## src/rtl/dir_pkg.sv

```systemverilog
// ---------------------------------------------------------------------------
// dir_pkg
//   Shared definitions for the directory controller slice: processor count,
//   directory block states and the coherence message encodings carried on
//   the interconnect message port.
// ---------------------------------------------------------------------------
package dir_pkg;

   localparam int NPROC = 8;

   typedef enum logic [1:0] {
      UNCACHED  = 2'b00,
      EXCLUSIVE = 2'b01,
      SHARED    = 2'b10
   } dir_state_e;

   typedef enum logic [1:0] {
      FETCH            = 2'b00,
      INVALIDATE       = 2'b01,
      FETCH_INVALIDATE = 2'b10,
      DATA_VALUE_REPLY = 2'b11
   } msg_type_e;

endpackage

```

## src/rtl/dir_msg_dispatch_if.sv

```systemverilog
// ---------------------------------------------------------------------------
// dir_msg_dispatch_if
//   Point-to-point message port toward the interconnect (valid/ready).
//   master : the dispatcher (drives msg_valid, msg_type, msg_dest, msg_addr)
//   slave  : the interconnect (drives msg_ready)
// ---------------------------------------------------------------------------
interface dir_msg_dispatch_if #(
   parameter int NPROC  = dir_pkg::NPROC,
   parameter int ADDR_W = 8
);

   logic               msg_valid;
   logic               msg_ready;
   dir_pkg::msg_type_e msg_type;
   logic [NPROC-1:0]   msg_dest;   // one-hot destination processor
   logic [ADDR_W-1:0]  msg_addr;

   modport master (
      output msg_valid, msg_type, msg_dest, msg_addr,
      input  msg_ready
   );

   modport slave (
      input  msg_valid, msg_type, msg_dest, msg_addr,
      output msg_ready
   );

endinterface

```

## src/rtl/dir_msg_dispatch_lowest_onehot.sv

```systemverilog
// ---------------------------------------------------------------------------
// lowest_onehot
//   Priority encoder: returns the lowest set bit of vec as a one-hot vector
//   (all zeros when vec is zero).
//   vec    : input bit vector
//   onehot : lowest set bit of vec, one-hot
// ---------------------------------------------------------------------------
module lowest_onehot #(
   parameter int NPROC = dir_pkg::NPROC
) (
   input  logic [NPROC-1:0] vec,
   output logic [NPROC-1:0] onehot
);

   // Scan from the top down so the lowest set bit is the last one written.
   always_comb begin
      onehot = '0;
      for (int i = NPROC - 1; i >= 0; i--) begin
         if (vec[i]) begin
            onehot    = '0;
            onehot[i] = 1'b1;
         end
      end
   end

endmodule

```

## src/rtl/dir_msg_dispatch.sv

```systemverilog
// ---------------------------------------------------------------------------
// dir_msg_dispatch
//   Takes one resolved directory action (fetch / invalidate / data reply) and
//   serialises it into point-to-point messages, at most one per cycle, in the
//   order FETCH, INVALIDATEs (ascending processor index), DATA_VALUE_REPLY.
//   done pulses the cycle after the last message handshakes.
//
//   clock, reset           : rising-edge clock, synchronous active-high reset
//   req_valid / req_ready  : action handshake from the directory
//   send_fetch, send_invalidate, send_data_value_reply : action flags
//   requesting_processor   : one-hot requester
//   bit_vector             : sharers/owner before the transition
//   block_address          : block concerned
//   msg                    : message port (master side)
//   done                   : completion pulse
// ---------------------------------------------------------------------------
module dir_msg_dispatch #(
   parameter int NPROC  = dir_pkg::NPROC,
   parameter int ADDR_W = 8
) (
   input  logic                clock,
   input  logic                reset,
   input  logic                req_valid,
   output logic                req_ready,
   input  logic                send_fetch,
   input  logic                send_invalidate,
   input  logic                send_data_value_reply,
   input  logic [NPROC-1:0]    requesting_processor,
   input  logic [NPROC-1:0]    bit_vector,
   input  logic [ADDR_W-1:0]   block_address,
   dir_msg_dispatch_if.master  msg,
   output logic                done
);

   typedef enum logic [1:0] {
      ST_IDLE  = 2'b00,
      ST_FETCH = 2'b01,
      ST_INVAL = 2'b10,
      ST_REPLY = 2'b11
   } state_e;

   state_e              state_q, state_d;
   logic                inval_q, reply_q;
   logic [NPROC-1:0]    req_q, bv_q;
   logic [NPROC-1:0]    inv_mask_q, inv_mask_d;
   logic [ADDR_W-1:0]   addr_q;
   logic                done_d;
   logic                accept;
   logic                reply_ok;
   logic [NPROC-1:0]    owner;
   logic [NPROC-1:0]    next_inv;

   // Owner is the lowest sharer of the latched vector; invalidates walk the
   // remaining mask from the lowest bit upward.
   lowest_onehot #(.NPROC(NPROC)) u_owner_pick (.vec(bv_q),       .onehot(owner));
   lowest_onehot #(.NPROC(NPROC)) u_inval_pick (.vec(inv_mask_q), .onehot(next_inv));

   assign req_ready = (state_q == ST_IDLE) && !reset;
   assign accept    = req_valid && req_ready;
   // A reply to a null requester is skipped rather than sent nowhere.
   assign reply_ok  = reply_q && (|req_q);

   // NOTE: sequential state uses non-blocking assignments so every register
   // samples the pre-edge value of every other register.
   always_ff @(posedge clock) begin
      if (reset) begin
         state_q    <= ST_IDLE;
         inval_q    <= 1'b0;
         reply_q    <= 1'b0;
         req_q      <= '0;
         bv_q       <= '0;
         addr_q     <= '0;
         inv_mask_q <= '0;
         done       <= 1'b0;
      end else begin
         state_q    <= state_d;
         inv_mask_q <= inv_mask_d;
         done       <= done_d;
         if (accept) begin
            inval_q <= send_invalidate;
            reply_q <= send_data_value_reply;
            req_q   <= requesting_processor;
            bv_q    <= bit_vector;
            addr_q  <= block_address;
         end
      end
   end

   // Message fields are decoded from registered state only, so they stay
   // stable for as long as the interconnect stalls.
   // NOTE: every output of this block gets a default first so no path can
   // leave one unassigned and infer a latch.
   always_comb begin
      state_d        = state_q;
      inv_mask_d     = inv_mask_q;
      done_d         = 1'b0;
      msg.msg_valid  = 1'b0;
      msg.msg_type   = dir_pkg::FETCH;
      msg.msg_dest   = '0;
      msg.msg_addr   = '0;

      unique case (state_q)
         ST_IDLE: begin
            if (accept) begin
               inv_mask_d = bit_vector & ~requesting_processor;
               if (send_fetch && (|bit_vector))
                  state_d = ST_FETCH;
               else if (send_invalidate && (|inv_mask_d))
                  state_d = ST_INVAL;
               else if (send_data_value_reply && (|requesting_processor))
                  state_d = ST_REPLY;
               else
                  done_d = 1'b1;
            end
         end

         ST_FETCH: begin
            msg.msg_valid = 1'b1;
            msg.msg_type  = inval_q ? dir_pkg::FETCH_INVALIDATE : dir_pkg::FETCH;
            msg.msg_dest  = owner;
            msg.msg_addr  = addr_q;
            if (msg.msg_ready) begin
               // The owner is invalidated by the combined fetch.
               inv_mask_d = inv_mask_q & ~owner;
               if (inval_q && (|inv_mask_d)) state_d = ST_INVAL;
               else if (reply_ok)            state_d = ST_REPLY;
               else begin
                  state_d = ST_IDLE;
                  done_d  = 1'b1;
               end
            end
         end

         ST_INVAL: begin
            msg.msg_valid = 1'b1;
            msg.msg_type  = dir_pkg::INVALIDATE;
            msg.msg_dest  = next_inv;
            msg.msg_addr  = addr_q;
            if (msg.msg_ready) begin
               inv_mask_d = inv_mask_q & ~next_inv;
               if (|inv_mask_d)   state_d = ST_INVAL;
               else if (reply_ok) state_d = ST_REPLY;
               else begin
                  state_d = ST_IDLE;
                  done_d  = 1'b1;
               end
            end
         end

         ST_REPLY: begin
            msg.msg_valid = 1'b1;
            msg.msg_type  = dir_pkg::DATA_VALUE_REPLY;
            msg.msg_dest  = req_q;
            msg.msg_addr  = addr_q;
            if (msg.msg_ready) begin
               state_d = ST_IDLE;
               done_d  = 1'b1;
            end
         end
      endcase
   end

   // A multi-hot requester is an upstream bug; zero is legal (no reply).
   a_req_onehot: assert property (@(posedge clock) disable iff (reset)
      (req_valid && req_ready) |-> $onehot0(requesting_processor));

endmodule

```

## src/flat_wrapper.sv

```systemverilog
// flat-port wrapper written by rule: the top's interface ports become plain ports
module dir_msg_dispatch_flat 
#(
   parameter int NPROC  = dir_pkg::NPROC,
   parameter int ADDR_W = 8
)
  (clock, reset, req_valid, req_ready, send_fetch, send_invalidate, send_data_value_reply, requesting_processor, bit_vector, block_address, done, msg_msg_valid, msg_msg_type, msg_msg_dest, msg_msg_addr, msg_msg_ready);
  dir_msg_dispatch_if #(.NPROC(NPROC), .ADDR_W(ADDR_W)) msg_i ();
  input  logic clock;
  input  logic reset;
  input  logic req_valid;
  output logic req_ready;
  input  logic send_fetch;
  input  logic send_invalidate;
  input  logic send_data_value_reply;
  input  logic [NPROC-1:0] requesting_processor;
  input  logic [NPROC-1:0] bit_vector;
  input  logic [ADDR_W-1:0] block_address;
  output logic done;
  output wire logic [$bits(msg_i.msg_valid)-1:0] msg_msg_valid;
  output wire logic [$bits(msg_i.msg_type)-1:0] msg_msg_type;
  output wire logic [$bits(msg_i.msg_dest)-1:0] msg_msg_dest;
  output wire logic [$bits(msg_i.msg_addr)-1:0] msg_msg_addr;
  input wire logic [$bits(msg_i.msg_ready)-1:0] msg_msg_ready;
  assign msg_msg_valid = msg_i.msg_valid;
  assign msg_msg_type = msg_i.msg_type;
  assign msg_msg_dest = msg_i.msg_dest;
  assign msg_msg_addr = msg_i.msg_addr;
  assign msg_i.msg_ready = msg_msg_ready;
  dir_msg_dispatch #(.NPROC(NPROC), .ADDR_W(ADDR_W)) u_core (.clock(clock), .reset(reset), .req_valid(req_valid), .req_ready(req_ready), .send_fetch(send_fetch), .send_invalidate(send_invalidate), .send_data_value_reply(send_data_value_reply), .requesting_processor(requesting_processor), .bit_vector(bit_vector), .block_address(block_address), .msg(msg_i), .done(done));
endmodule
```

## config.mk

```make
export PLATFORM = sky130hd
export DESIGN_NAME = dir_msg_dispatch_flat
export DESIGN_NICKNAME = d
export VERILOG_FILES = /design/src/rtl/dir_pkg.sv /design/src/rtl/dir_msg_dispatch_if.sv /design/src/rtl/dir_msg_dispatch_lowest_onehot.sv /design/src/rtl/dir_msg_dispatch.sv /design/src/flat_wrapper.sv
export SDC_FILE = /design/constraint.sdc
export NUM_CORES = 1
export LEC_CHECK = 0
export ABC_CLOCK_PERIOD_IN_PS = 3050
export CELL_PAD_IN_SITES_DETAIL_PLACEMENT = 1
export CELL_PAD_IN_SITES_GLOBAL_PLACEMENT = 2
export CORE_MARGIN = 2
export CORE_UTILIZATION = 30
export CTS_CLUSTER_SIZE = 24
export DETAILED_ROUTE_END_ITERATION = 6
export HOLD_SLACK_MARGIN = 0.12
export PLACE_DENSITY = 0.89
export SLEW_MARGIN = 30
export SYNTH_ARGS = -nofsm -noshare
export SYNTH_HDL_FRONTEND = slang
export SYNTH_SLANG_ARGS = --single-unit
```

## constraint.sdc

```tcl
create_clock -name clock -period 3.05 [get_ports clock]
set_input_delay 0.4575 -clock clock [delete_from_list [all_inputs] [get_ports clock]]
set_output_delay 0.4575 -clock clock [all_outputs]
set_load 0.005 [all_outputs]
```

==> out/results.txt, run 1 <==
The run finished with clean final reports. In the synthesized netlist, the number of instances is 313. The final routed DRC violation total is 0, and the routability congestion estimate from global placement is 0.919.

Summed over all instances, the cell type with the most area after synthesis is sky130_fd_sc_hd__dfxtp_1. In the final layout, the multi-input gates occupy 1410 um^2. In the layout the commonest cells are 58 x sky130_fd_sc_hd__nand2_1, 51 x sky130_fd_sc_hd__clkdlybuf4s50_1, 37 x sky130_fd_sc_hd__dfxtp_1.

The final worst clock skew was 6.74 ps; the total congestion overflow was 0. In the routed layout, each cell is associated on average with a via count of 5.44. The setup path with the least slack is of type flip-flop to output pin. Measured along the x axis, the die boundary spans 91.1 um. Fill cells in the final layout number 930.

The tree built by TritonCTS fans out to 37 sinks. The most critical setup path has its startpoint at u_core.inv_mask_q[0]. No sink is reached through more buffers than the 2 on the longest clock path. Register bit count reported by yosys: 37. The path class of the tightest hold or removal check is flip-flop to flip-flop. After routing, the total negative slack on setup checks comes to 0 ps. The run gives 2,581 as the number of global-route vias before repair.

The tools report the data arrival time of the critical path as 2450 ps. The clock transition at the register clock pins on the worst setup and hold paths after CTS was 80 ps. Summed over all cells, the static leakage comes to 1.12 nW.

Entering global routing, the biggest net connects 29 pins. In this run the critical register-to-register path is launched from u_core.state_q[0]. The post-route minimum period was 2900 ps. VDD sags by at most 357 uV. The relative area change from synthesis to final layout works out to 31.5%. The run gives 53 as the number of unique standard cell types used by synthesis. In this run the clock root is driven by a sky130_fd_sc_hd__clkbuf_8.

The areal power density over the cells was 710 nW/um^2; the number of placed instances with taps included was 452. The floorplan step set the die height to 91.1 um. During I/O placement, the number of pins put on the boundary was 52. The final core area utilization was 0.411; the area of the die was 8300 um^2. The post-CTS repair timing setup buffer count came out at 0.

After synthesis, the cell types taking the most area are sky130_fd_sc_hd__dfxtp_1 33%, sky130_fd_sc_hd__nand2_1 9.6%, sky130_fd_sc_hd__nand3_1 6.4%. The average wire per standard cell is 17.7 um, and the via count of the routed design is 2,496. The number of maximum-capacitance violations was 0; the actual transition at the worst max-transition pin was 547 ps. The tools report the area of the core as 7290 um^2. The worst setup path is launched from a flip-flop.

The net total in the final layout was 396; the hold violation total from the final report was 0. In this run the cell area of the synthesized design comes to 2280 um^2. The CTS H-tree depth came out at 2. The fraction of the cycle the final worst path needs was 0.952.

In this run the worst path has a maximum fanout of 9. The post-cts gate resize count is 0. Port buffering added 51 buffers. The logs give 0 for the count of final setup violators and 0 for the hold buffer count at CTS. Most instantiated flip-flop cell in the synthesis netlist: sky130_fd_sc_hd__dfxtp_1. The tools report the final non-filler cell area as 3000 um^2. The async set-reset flop share out of synthesis was 0; the total wire length was 8.12 mm. The logs give 0.325 for the sequential area share after synthesis and 5 for the number of detailed-routing iterations run before antenna repair.

Data on the critical path is required at its endpoint by 2590 ps. The worst hold path begins at u_core.addr_q[3]. TritonCTS built the clock tree.

Kind of end point of the critical path: an output pin. The tools report the number of antenna violations at the first check in global routing as 0. Number of design-rule violations left by the first detailed-router iteration: 161. Timing would allow up to 0.344 GHz. Once placement finished, the instance area stood at 2900 um^2.

The starting density of the core is 0.312, and the Yosys warning count is 0. Setup repair after global routing left no endpoint under its margin. Clock latency at the later pin of the worst-skew pair: 290 ps. The leading cell type in the layout, fill and taps excluded is sky130_fd_sc_hd__nand2_1. The wire length of the first global-routing pass was 13.3 mm; the area taken by flip-flops and latches was 741 um^2. For the post-DP HPWL, the log shows 6.11 mm. In this run the remaining antenna-violating nets after routing total 0. The share of the synthesized area in the top cell type is 0.325, and the post-layout instance count excluding filler cells is 459.

The number of buffers created by CTS is 5. Averaged over all synthesized cells, the footprint is 7.28 um^2. Headroom to the max-slew limit: 0.636. Share of final-layout standard cells stronger than drive strength 1: 0.0722.

The global-route usage over all layers is 0.200, and the number of synthesized flops with an enable pin is 0. The tools report the count of standard-cell rows as 31. The number of nets handed over by synthesis was 349. The count of final max-slew check failures was 0. The number of antenna diodes in the final layout is 0.
==> through the flow <==
stage / power, mW / hold WS (ps) / setup slack [ps]
after detailed placement: 1.77 / 445 / 460
after global placement: 1.75 / 438 / 491
after CTS: 2.13 / 457 / 137
after floorplan: 1.34 / 429 / 1110
final: 2.13 / 453 / 146
after global routing: 2.27 / 481 / 62.4
==> flip-flops by register name, summed over array words and instances (netlist names) <==
name and cells:
u_core.addr_q 8, u_core.bv_q 8, u_core.inv_mask_q 8, u_core.req_q 8, u_core.state_q 2, u_core.done 1
u_core.inval_q 1, u_core.reply_q 1
==> cells by family (layout without fill, tap and decap cells) <==
logic type / Yosys count / count (layout) / share of synthesized area
compound gates: 80 / 80 / 0.242
simple gates: 155 / 155 / 0.342
fa+ha+maj: 6 / 6 / 0.0319
buf+inv: 35 / 82 / 0.0588
flops: 37 / 37 / 0.325
==> worst max-delay path: stages, from the launching register on <==
cell                              delay (ps)
sky130_fd_sc_hd__dfxtp_1                 400
sky130_fd_sc_hd__or4_1                   690
sky130_fd_sc_hd__nor3_1                  270
sky130_fd_sc_hd__nand3_1                 110
sky130_fd_sc_hd__a31oi_1                 160
sky130_fd_sc_hd__clkdlybuf4s50_1         520
==> layer usage <==
| metal | vias to the layer above | part of all wire | track usage |
|---|---|---|---|
| met1 | 1172 | 0.47 | 0.275 |
| met2 | 79 | 0.45 | 0.314 |
| met4 | 0 | 0.025 | 0.0707 |
| met5 | - | 0 | 0 |
| met3 | 20 | 0.060 | 0.0349 |
| li1 | 1225 | - | - |
==> cell type report <==
class                   count  share of cell area
well taps                  99              0.0414
multi-input cells         241               0.470
repair buffers             60               0.193
clock buffers               6              0.0276
flip-flops and latches     37               0.247
clock inverters             1             0.00251
inverters                  15              0.0188
==> Yosys cell counts (4+ instances only) <==
master / instances
sky130_fd_sc_hd__nand3_1: 29
sky130_fd_sc_hd__nand2b_1: 7
sky130_fd_sc_hd__dfxtp_1: 37
sky130_fd_sc_hd__nor2_1: 18
sky130_fd_sc_hd__o22ai_1: 4
sky130_fd_sc_hd__nand2_1: 58
sky130_fd_sc_hd__nor3_1: 5
sky130_fd_sc_hd__a32oi_1: 4
sky130_fd_sc_hd__o21ai_0: 18
sky130_fd_sc_hd__nor2b_1: 12
sky130_fd_sc_hd__o211ai_1: 4
sky130_fd_sc_hd__clkbuf_1: 17
sky130_fd_sc_hd__a21oi_1: 13
sky130_fd_sc_hd__or4_1: 7
sky130_fd_sc_hd__o31ai_1: 4
sky130_fd_sc_hd__inv_1: 14
sky130_fd_sc_hd__ha_1: 5
sky130_fd_sc_hd__nor4_1: 5
==> path summary, 6_finish.rpt <==
kind	to	slack [ps]	cells after the start
worst max register to register	u_core.inv_mask_q[6]	700	7
worst max-delay path	msg_msg_dest[6]	150	5
worst min-delay path	u_core.addr_q[3]	450	2
worst min register to register	u_core.addr_q[3]	450	2
==> power breakdown <==
part | internal, mW | switching, mW
Combinational | 0.433 | 0.640
Clock | 0.179 | 0.182
Sequential | 0.580 | 0.113
Total | 1.19 | 0.935
Note: power is estimated with default switching activity, not from simulation.
==> run 2: changes to the inputs <==
CORE_MARGIN = unset   (was 2)
==> run 2 against run 1 <==
Compared with the run above:
- sequential share of layout area about the same
- register-to-register slack lost 60 ps
- die area decreased by 4.3%
- global-route usage is 2.0 points higher
- via count increased by 0.40%
- flip-flop and latch count stayed put
- non-clock buffer count unchanged
- critical path depth unchanged
- routed wire length decreased by 0.20%
- final cell count increased by 0.22%
- power hardly changed
- largest power group unchanged
- highest routed layer unchanged
==> out/results.txt, run 2 (synthesized netlist as in run 1, its figures left out) <==
The combined buffer and inverter count along the critical path was 1 (unchanged). The data arrival time of the critical path came out at 2410 ps (was 2450 ps). Setup repair after global routing left no endpoint under its margin. Commonest cells after routing, fill and taps aside: 58 x sky130_fd_sc_hd__nand2_1, 51 x sky130_fd_sc_hd__clkdlybuf4s50_1, 37 x sky130_fd_sc_hd__dfxtp_1 (unchanged). The run gives 29 (unchanged) as the pin count of the biggest net entering global routing. The final routed DRC violation total is 0 (unchanged), and the via count of the routed design is 2,506 (was 2,496). The vias per cell came out at 5.45 (was 5.44). The remaining antenna violation count after routing is 0 (unchanged), and the final worst clock skew is 8.04 ps (was 6.74 ps). The largest fanout on the critical path is 9 (unchanged), and the post-route minimum period is 2870 ps (was 2900 ps). The port buffer count works out to 51 (unchanged). The area of the core was 7290 um^2 (unchanged); the clock latency at the later pin of the worst-skew pair was 300 ps (was 290 ps). The logs give 0 (unchanged) for the number of antenna violations at the first check in global routing and 0 (unchanged) for the post-CTS repair timing setup buffer count. The total I/O pin count is 52 (unchanged), and the height of the die is 89.1 um (was 91.1 um).

The total wire length came out at 8.11 mm (was 8.12 mm). The flow ran to the end, and the final reports show no timing, DRC or antenna violations. The worst hold slack after final layout came out at 457 ps (was 453 ps). Number of detailed-routing iterations run before antenna repair: 4 (was 5). The wire length of the first global-routing pass came out at 13.3 mm (about the same).

The tools report the kind of end point of the critical path as an output pin (unchanged). The run gives 2900 um^2 (unchanged) as the post-place instance area. The run gives 1.12 nW (about the same) as the leakage component of the power. Total congestion overflow: 0 (unchanged).

TritonCTS built the clock tree. The hold violation total from the final report came out at 0 (unchanged). The worst-path cell with the longest stage delay was sky130_fd_sc_hd__or4_1 (unchanged). Startpoint-to-endpoint class of the critical path: flip-flop to output pin (unchanged). Total area of multi-input combinational cells: 1410 um^2 (unchanged). The number of placed instances with taps included is 452 (unchanged). The clock tree buffer depth is 2 (unchanged). The count of final max-slew check failures is 0 (unchanged). Post-layout instance count excluding filler cells: 460 (was 459).

The final core area utilization came out at 0.410 (was 0.411). The CTS root buffer was sky130_fd_sc_hd__clkbuf_8 (unchanged). The relative area change from synthesis to final layout was 31.4% (was 31.5%). The tools report the startpoint type of the worst setup path as a flip-flop (unchanged).

The TritonCTS sink count is 37 (unchanged). The actual transition at the worst max-transition pin works out to 583 ps (was 547 ps). The cell family with the largest share of critical-path delay is simple AND/OR/NAND/NOR gates (unchanged). The clock transition at the register clock pins on the worst setup and hold paths after CTS is 80 ps (about the same). Leading cell type in the layout, fill and taps excluded: sky130_fd_sc_hd__nand2_1 (unchanged). The least setup slack across all paths after layout is 183 ps (was 146 ps). The path category of the worst min-delay check is flip-flop to flip-flop (unchanged). The global-route usage over all layers was 0.220 (was 0.200). The power after layout came out at 2.13 mW (about the same). The tools report the number of filler instances in the final layout as 944 (was 930). The logs give 2590 ps (about the same) for the required time at the endpoint of the critical path and 0.312 (unchanged) for the starting density of the core. The count of standard-cell rows came out at 31 (unchanged). The tools report the final antenna diode count as 0 (unchanged).

The delay contributed by the slowest stage of the critical path was 680 ps (was 690 ps); the final non-filler cell area was 2990 um^2 (was 3000 um^2). The area of the die is 7940 um^2 (was 8300 um^2). The fraction of the cycle the final worst path needs was 0.940 (was 0.952); the aggregate negative setup slack was 0 ps (unchanged). The number of global-route vias before repair was 2,460 (was 2,581).

The post-DP HPWL is 6.04 mm (was 6.11 mm). The tools report the number of design-rule violations left by the first detailed-router iteration as 125 (was 161). The CTS H-tree depth is 2 (unchanged), and the number of buffers created by CTS is 5 (unchanged). For the peak clock frequency supported by timing, the log shows 0.349 GHz (was 0.344 GHz). The share of final-layout standard cells stronger than drive strength 1 works out to 0.0748 (was 0.0722).

Net total in the final layout: 396 (unchanged). The floorplan die width was 89.1 um (was 91.1 um). The worst voltage drop across the vdd grid was 229 uV (was 357 uV); the areal power density over the cells was 711 nW/um^2 (was 710 nW/um^2).

The tools report the number of maximum-capacitance violations as 0 (unchanged). The slack of the worst reg-to-reg path came out at 640 ps (was 700 ps). The tools report the headroom to the max-slew limit as 0.611 (was 0.636).

Worst slack at placement: 457 ps (was 460 ps). Area taken by flip-flops and latches: 741 um^2 (unchanged). The count of final setup violators came out at 0 (unchanged). The average wire per standard cell is 17.6 um (was 17.7 um), and the routability congestion estimate from global placement is 0.912 (was 0.919). Critical Path, Cell by Cell: or4_1 -> nor3_1 -> nand3_1 -> a31oi_1 -> clkdlybuf4s50_1 (unchanged).
-- run 2: worst reg2reg max path: stages, from the launching register on --
cell                      delay, ps
sky130_fd_sc_hd__dfxtp_1        370
sky130_fd_sc_hd__inv_1          130
sky130_fd_sc_hd__ha_1           490
sky130_fd_sc_hd__nor2b_1        270
sky130_fd_sc_hd__and2_1         220
sky130_fd_sc_hd__o22ai_1         90
sky130_fd_sc_hd__buf_4          180
sky130_fd_sc_hd__or4_1          440
sky130_fd_sc_hd__a21oi_1        160
-- run 2: per-layer routing --
metal,global-route usage,up-vias,wire (um),share of wire
met1,0.311,1209,4040,0.50
met3,0.0369,7,416,0.051
met5,0,-,0,0
met4,0.0390,0,57,0.0070
li1,-,1225,-,-
met2,0.355,65,3600,0.44
-- run 2: final cells by class --
class                   count  share of cell area
repair buffers             60               0.193
inverters                  15              0.0188
clock inverters             3             0.00586
clock buffers               5              0.0230
flip-flops and latches     37               0.248
multi-input cells         241               0.470
well taps                  99              0.0414
-- run 2: final timing paths --
| check | cells past startpoint | end | startpoint |
|---|---|---|---|
| min | 2 | u_core.addr_q[5] | u_core.addr_q[5] |
| min reg2reg | 2 | u_core.addr_q[5] | u_core.addr_q[5] |
| max | 5 | msg_msg_dest[6] | u_core.inv_mask_q[0] |
| max reg2reg | 8 | u_core.inv_mask_q[1] | u_core.state_q[0] |
-- run 2: repair_timing --
action	in CTS	in global routing
hold buffers	0	0
gates resized for setup	0	1
setup endpoints to repair	0	1
-- run 2: where the power goes --
part / internal, mW / switching [mW] / total, mW / leakage [nW]
clock network: 0.158 / 0.195 / 0.353 / 0.0439
logic: 0.442 / 0.635 / 1.08 / 0.771
registers: 0.580 / 0.118 / 0.698 / 0.303
total: 1.18 / 0.947 / 2.13 / 1.12
